File: src/rtl/zrb_uart_rx_os.sv
// UART receiver with 16x oversampling and 2-of-3 majority voting on ticks 7..9 of each bit.
// Delivers words through a valid/ready handshake and pulses framing and overrun errors.
module zrb_uart_rx_os #(
    parameter int DATA_BITS = 8
) (
    input  logic                 clk,
    input  logic                 reset,
    input  logic                 baud_tick,
    input  logic                 rx,
    output logic [DATA_BITS-1:0] data_out,
    output logic                 data_valid,
    input  logic                 data_ready,
    output logic                 framing_err,
    output logic                 overrun_err,
    output logic                 busy
);

    typedef enum logic [1:0] {
        IDLE  = 2'd0,
        START = 2'd1,
        DATA  = 2'd2,
        STOP  = 2'd3
    } state_t;

    localparam logic [2:0] LAST_BIT = 3'(DATA_BITS - 1);

    state_t               state_q, state_d;
    logic                 rx_meta_q, rx_s_q;
    logic [3:0]           tick_q, tick_d;
    logic [2:0]           bit_cnt_q, bit_cnt_d;
    logic                 samp7_q, samp7_d;
    logic                 samp8_q, samp8_d;
    logic [DATA_BITS-1:0] shift_q, shift_d;
    logic [DATA_BITS-1:0] data_q, data_d;
    logic                 valid_q, valid_d;
    logic                 ferr_q, ferr_d;
    logic                 oerr_q, oerr_d;

    logic                 maj;
    logic                 mid_tick;
    logic                 end_tick;
    logic                 stop_decide;
    logic                 load_word;

    // The third vote is the live synchronized sample taken on the tick-9 edge.
    assign maj      = (samp7_q & samp8_q) | (samp7_q & rx_s_q) | (samp8_q & rx_s_q);
    assign mid_tick = baud_tick && (tick_q == 4'd9);
    assign end_tick = baud_tick && (tick_q == 4'd15);

    always_ff @(posedge clk or negedge reset) begin
        if (!reset) begin
            rx_meta_q <= 1'b1;
            rx_s_q    <= 1'b1;
        end else begin
            rx_meta_q <= rx;
            rx_s_q    <= rx_meta_q;
        end
    end

    always_comb begin
        state_d     = state_q;
        tick_d      = tick_q;
        bit_cnt_d   = bit_cnt_q;
        samp7_d     = samp7_q;
        samp8_d     = samp8_q;
        shift_d     = shift_q;
        stop_decide = 1'b0;

        if (baud_tick && (state_q != IDLE)) begin
            tick_d = tick_q + 4'd1;
            if (tick_q == 4'd7) samp7_d = rx_s_q;
            if (tick_q == 4'd8) samp8_d = rx_s_q;
        end

        case (state_q)
            IDLE: begin
                tick_d = 4'd0;
                if (baud_tick && !rx_s_q) state_d = START;
            end
            START: begin
                if (mid_tick && maj) begin
                    state_d = IDLE;
                    tick_d  = 4'd0;
                end else if (end_tick) begin
                    state_d   = DATA;
                    bit_cnt_d = 3'd0;
                end
            end
            DATA: begin
                if (mid_tick) shift_d = {maj, shift_q[DATA_BITS-1:1]};
                if (end_tick) begin
                    if (bit_cnt_q == LAST_BIT) state_d = STOP;
                    else bit_cnt_d = bit_cnt_q + 3'd1;
                end
            end
            STOP: begin
                // Leaving at mid-bit leaves half a bit to catch a back-to-back start edge.
                if (mid_tick) begin
                    stop_decide = 1'b1;
                    state_d     = IDLE;
                    tick_d      = 4'd0;
                end
            end
            default: state_d = IDLE;
        endcase
    end

    assign load_word = stop_decide && maj && (!valid_q || data_ready);

    always_comb begin
        data_d  = data_q;
        valid_d = valid_q;
        ferr_d  = 1'b0;
        oerr_d  = 1'b0;

        if (valid_q && data_ready) valid_d = 1'b0;
        if (load_word) begin
            data_d  = shift_q;
            valid_d = 1'b1;
        end
        if (stop_decide && !maj) ferr_d = 1'b1;
        if (stop_decide && maj && valid_q && !data_ready) oerr_d = 1'b1;
    end

    always_ff @(posedge clk or negedge reset) begin
        if (!reset) begin
            state_q   <= IDLE;
            tick_q    <= 4'd0;
            bit_cnt_q <= 3'd0;
            samp7_q   <= 1'b1;
            samp8_q   <= 1'b1;
            shift_q   <= '0;
            data_q    <= '0;
            valid_q   <= 1'b0;
            ferr_q    <= 1'b0;
            oerr_q    <= 1'b0;
        end else begin
            state_q   <= state_d;
            tick_q    <= tick_d;
            bit_cnt_q <= bit_cnt_d;
            samp7_q   <= samp7_d;
            samp8_q   <= samp8_d;
            shift_q   <= shift_d;
            data_q    <= data_d;
            valid_q   <= valid_d;
            ferr_q    <= ferr_d;
            oerr_q    <= oerr_d;
        end
    end

    assign data_out    = data_q;
    assign data_valid  = valid_q;
    assign framing_err = ferr_q;
    assign overrun_err = oerr_q;
    assign busy        = (state_q != IDLE);

endmodule

File: config.mk
export PLATFORM = sky130hd
export DESIGN_NAME = zrb_uart_rx_os
export DESIGN_NICKNAME = d
export VERILOG_FILES = /design/src/rtl/zrb_uart_rx_os.sv
export SDC_FILE = /design/constraint.sdc
export NUM_CORES = 1
export LEC_CHECK = 0
export CORE_MARGIN = 2
export CORE_UTILIZATION = 50
export CTS_BUF_LIST = sky130_fd_sc_hd__clkbuf_8
export CTS_CLUSTER_SIZE = 10
export DETAILED_ROUTE_END_ITERATION = 6
export PLACE_DENSITY = 0.82
export SETUP_SLACK_MARGIN = 0.4
export SLEW_MARGIN = 20
export SYNTH_ARGS = -nofsm -noshare
export SYNTH_HDL_FRONTEND = slang
export SYNTH_SLANG_ARGS = --single-unit
File: constraint.sdc
create_clock -name clk -period 2 [get_ports clk]
set_input_delay 0.4 -clock clk [delete_from_list [all_inputs] [get_ports clk]]
set_output_delay 0.4 -clock clk [all_outputs]
set_load 0.02 [all_outputs]
; After elaboration in Yosys (flattened, before gate mapping)
; Cells that the tools add are included.
[totals]
register_bits = 32
output_inout_bits = 12
word_cells = 82
[classes]
addsub = 2
eq_ne = 16
mux = 22
bitwise_logic = 5
reduce_logical = 25
[ops]
columns = cell, n
row1 = "2-bit inequality test, second input constant", 7
row2 = "4-bit equality test, second input constant", 3
row3 = 2-bit 2-to-1 mux, 6
row4 = 3-bit 2-to-1 mux, 4
row5 = 4-bit 2-to-1 mux, 3
row6 = 4-bit one-hot mux with 3 select lines, 1
row7 = 1-bit logical AND, 11
row8 = 5-bit AND reduction, 2
row9 = 2-bit one-hot mux with 4 select lines, 1
row10 = 1-bit 2-to-1 mux, 6
row11 = 3-bit one-hot mux with 2 select lines, 1
row12 = 2-bit AND reduction, 3
row13 = 2-bit nonzero test, 3
row14 = "4-bit by 1-bit adder with 4-bit output, second input constant", 1
row15 = "2-bit equality test, second input constant", 2
row16 = "4-bit by 3-bit equality test with 1-bit output, second input constant", 1
row17 = 1-bit zero test, 4
row18 = "3-bit by 1-bit adder with 3-bit output, second input constant", 1
row19 = 1-bit bitwise AND, 3
row20 = "3-bit equality test, second input constant", 1
row21 = "3-bit inequality test, second input constant", 1
row22 = "2-bit by 1-bit equality test with 1-bit output, second input constant", 1
row23 = 2-bit zero test, 1
row24 = 1-bit OR, 2
row25 = 1-bit logical OR, 1

; Longest topological paths before layout
[depth]
word_depth = 8
ltp_mapped = 8
mapped_depth_nobuf = 6

; Worst setup path after synthesis
; Ideal clock, no wire load.
[synth_timing]
kind = reg2reg
start = reg tick_q[1]
end = reg data_q[0] (netlist: data_out[0])
setup_time_ns = 0.125
arrival_ns = 1.587
t_required_ns = 1.875
slack_ns = 0.287
stages_incl_launch_ff = 9
n_path_buf = 2
synth_period_minus_slack_ns = 1.713
path_cell_list = dfrtp_1 > inv_1 > ha_1 > and4b_1 > buf_4 > nand4_4 > nand2b_4 > buf_6 > mux2_4
[synth_via]
elab_chain_cells = 6
[synth_rtl]
columns = element, line
row1 = start: declaration, 29  ; logic [3:0] tick_q, tick_d;
row2 = start signal: assignment, 139  ; tick_q <= tick_d;
row3 = 4-bit equality test, 47  ; assign mid_tick = baud_tick && (tick_q == 4'd9);
row4 = 1-bit logical AND, 47
row5 = 1-bit 2-to-1 mux, 98  ; if (mid_tick) begin
row6 = 1-bit 2-to-1 mux, 75  ; case (state_q)
row7 = 1-bit logical AND (2 in series), 108  ; assign load_word = stop_decide && maj && (!valid_q || data_ready);
row8 = end signal: assignment, 144  ; data_q <= data_d;
row9 = end: declaration, 34  ; logic [DATA_BITS-1:0] data_q, data_d;
; Every way passes these cells.
; A chain may end at the register's enable or synchronous reset.

; Worst setup path in the final report
[layout_timing]
start = in baud_tick
end = reg shift_q[0]
[layout_via]
elab_chain_cells = 2
[layout_rtl]
columns = element, line
row1 = start: declaration, 8  ; input logic baud_tick,
row2 = 1-bit logical AND, 47
row3 = 2-bit AND reduction (no source line), --
row4 = end signal: assignment, 143  ; shift_q <= shift_d;
row5 = end: declaration, 33  ; logic [DATA_BITS-1:0] shift_q, shift_d;
; Every way passes these cells.

==> impl_metrics.env <==
export IMPL_outcome="complete, but fails checks"
export IMPL_violations="DRC"
export IMPL_numCtsBuffers=5
export IMPL_vias_per_cell=5.543
export IMPL_finClkSkew_ns=0.003119
export IMPL_grt_pass1_vias=1032
export IMPL_clk_latency_ns=0.29
export IMPL_first_iter_violations=22
export IMPL_vias=1031
export IMPL_grt_max_degree=33
export IMPL_seq_area_frac_synth_pct=53.58
export IMPL_grt_pass1_wl_um=4519
export IMPL_synth_edff_count=0
export IMPL_start_kind="input port"
export IMPL_initial_core_util_pct=53.61
export IMPL_clockBufferDepth=2
export IMPL_clk_pin_slew_ns=0.06
export IMPL_clockRootBuffer="clkbuf_8"
export IMPL_die_y_um=58.85
export IMPL_power_density_nw_per_um2=1004
export IMPL_hp_class="flip-flop to flip-flop"
export IMPL_syn_nets=135
export IMPL_slew_viol_final=0
export IMPL_drc=3
export IMPL_path_class="input port to flip-flop"
export IMPL_setup_slack_ns=0.3479
export IMPL_ys_async_sr_fraction_pct=100.0
export IMPL_synth_top_area_share_pct=46.59
export IMPL_rsz0062_at_grt="yes"
export IMPL_dp_hpwl_um=1784
export IMPL_antenna_cells=0
export IMPL_worst_slew_pin_slew_ns=0.3920
export IMPL_fin_tns_setup_ns=0
export IMPL_place_ws_ns=0.04079
export IMPL_cts_htree_levels=2
export IMPL_placementRows=19
export IMPL_final_common_cell="dfrtp_1"
export IMPL_nNetsFinal=164
export IMPL_end_kind="flip-flop"
export IMPL_synth_area_leader_cell="dfrtp_1"
export IMPL_grt_ovfl_total=0
export IMPL_relSlewSlack_pct=73.72
export IMPL_ctsHoldBuffers=0
export IMPL_fillers=216
export IMPL_fin_crit_sh_pct=82.60
export IMPL_cp_required_ns=2.17
export IMPL_drt_pass1_iter_count=6
export IMPL_core_area_um2=2805
export IMPL_cts_tree="yes"
export IMPL_drv_cap=0
export IMPL_routed_wl_um=2742
export IMPL_synth_cells=125
export IMPL_syn_avg_cell_area_um2=12.03
export IMPL_ys_ff_latch=32
export IMPL_ys_flop_type="dfrtp_1"
export IMPL_setup_viol=0
export IMPL_die_w_um=58.85
export IMPL_period_minus_slack_ns=1.652
export IMPL_ios=17
export IMPL_yosys_top_cells_area="dfrtp_1 (47%), mux2_4 (8.0%), dfstp_2 (7.0%), mux2_1 (6.0%), ha_1 (4.2%)"
export IMPL_cts_sinks=32
export IMPL_netlist_area_um2=1504
export IMPL_area_delta_synth_final_pct=28.54
export IMPL_crit_fanout=8
export IMPL_gp_congestion=0.8279
export IMPL_holdWs_ns=0.3562
export IMPL_post_drt_wl_per_cell_um=14.74
export IMPL_arrival_ns=1.82
export IMPL_drive_gt1_share_pct=37.42
export IMPL_p_leak_nw=0.9654
export IMPL_ys_types=33
export IMPL_port_buffers=16
export IMPL_timing_fmax_ghz=0.6053
export IMPL_die_area_um2=3463
export IMPL_ir_worst_vdd_uv=643.8
export IMPL_grt_usage_pct=18.13
export IMPL_yosysWarningCount=0
export IMPL_antenna_found_initial=0
export IMPL_ant_nets=0
export IMPL_final_hold_violation_count=0
export IMPL_final_cell_mix="dfrtp_1 (27), mux2_4 (16), nand2_1 (11), dlygate4sd2_1 (11), buf_4 (10)"
## repair_timing
| action | in CTS | in global routing |
|---|---|---|
| resized for setup | 30 | 10 |
| pin swaps | 3 | 2 |
| setup endpoints to repair | 31 | 25 |
| buffers inserted | 4 | 1 |
| endpoints found under the hold margin | 0 | 0 |
## critical path: stages
cell	delay, ns
clkdlybuf4s50_1	0.49
and4b_2	0.29
and3_4	0.20
buf_8	0.14
mux2_4	0.30
## final timing paths
path | from | to | slack (ns) | cells past startpoint
setup / recovery | baud_tick | shift_q[0] | 0.35 | 5
max in group asynchronous | reset | rx_meta_q | 1.17 | 2
hold / removal | rx_meta_q | rx_s_q | 0.36 | 0
setup reg to reg | tick_q[1] | shift_q[0] | 0.36 | 6
hold reg to reg | rx_meta_q | rx_s_q | 0.36 | 0
min in group asynchronous | reset | data_out[1] | 0.51 | 2
## Yosys cell counts, types with 2 or more instances
| cell type | number |
|---|---|
| buf_6 | 2 |
| xor2_1 | 2 |
| mux2_4 | 8 |
| buf_2 | 2 |
| nand2b_1 | 2 |
| o21ai_0 | 2 |
| inv_1 | 8 |
| mux2_2 | 2 |
| nand2_1 | 11 |
| mux2_1 | 8 |
| ha_1 | 5 |
| o21ai_1 | 2 |
| nand4_1 | 2 |
| nor2_1 | 11 |
| nor3_1 | 4 |
| dfrtp_1 | 28 |
| a31oi_1 | 2 |
| a21oi_1 | 6 |
| dfstp_2 | 4 |
## routing by layer
| layer | share of wire [%] | global-route usage (%) | vias up |
|---|---|---|---|
| li1 | - | - | 485 |
| met2 | 52 | 30.16 | 25 |
| met1 | 40 | 19.86 | 510 |
| met3 | 4.3 | 6.154 | 11 |
| met5 | 0 | 0 | - |
| met4 | 3.4 | 11.04 | 0 |
## metrics by stage
step           instance area (um^2)  utilization [%]  total power [W]  cells
2_1_floorplan                  1524                -         0.001178    125
3_3_place_gp                   1720            61.33         0.001275    173
3_5_place_dp                   1720            61.33         0.001306    173
4_1_cts                        1889            67.35         0.001884    185
5_1_grt                        1933            68.91         0.002060    186
6_report                       1933            68.91         0.001941    186
## registers in the layout (all words and copies together) (netlist names), named ones only
register,flops
data_out,8
shift_q,8
tick_q,4
bit_cnt_q,3
data_valid,1
framing_err,1
overrun_err,1
rx_meta_q,1
rx_s_q,1
samp7_q,1
samp8_q,1
state_q,1
## kinds of logic (layout without fill, tap and decap cells)
group / count (synthesis) / count (layout) / share of synthesized area, %
AOI/OAI and AO/OA: 16 / 16 / 6.406
xor gates and xnor gates: 2 / 2 / 1.165
adders and majority gates: 6 / 6 / 4.825
buffers and inverters: 13 / 43 / 4.659
DFF: 32 / 32 / 53.58
muxes: 18 / 18 / 15.47
and+or+nand+nor: 38 / 38 / 13.89
## area by class of cell
type | instances | area, um^2 | area share (%)
multi-input combinational | 80 | 732.0 | 37.86
tap | 31 | 38.79 | 2.006
timing repair buffer | 27 | 231.5 | 11.97
inverter | 8 | 30.03 | 1.553
clock buffer | 6 | 82.58 | 4.272
sequential | 32 | 807.0 | 41.75
clock inverter | 2 | 11.26 | 0.5825
## where the power goes
part	switching, W	internal, W
sequential	0.000111	0.000762
clock	0.000230	0.000274
combinational	0.000313	0.000251
Note: power is estimated with default switching activity, not from simulation.
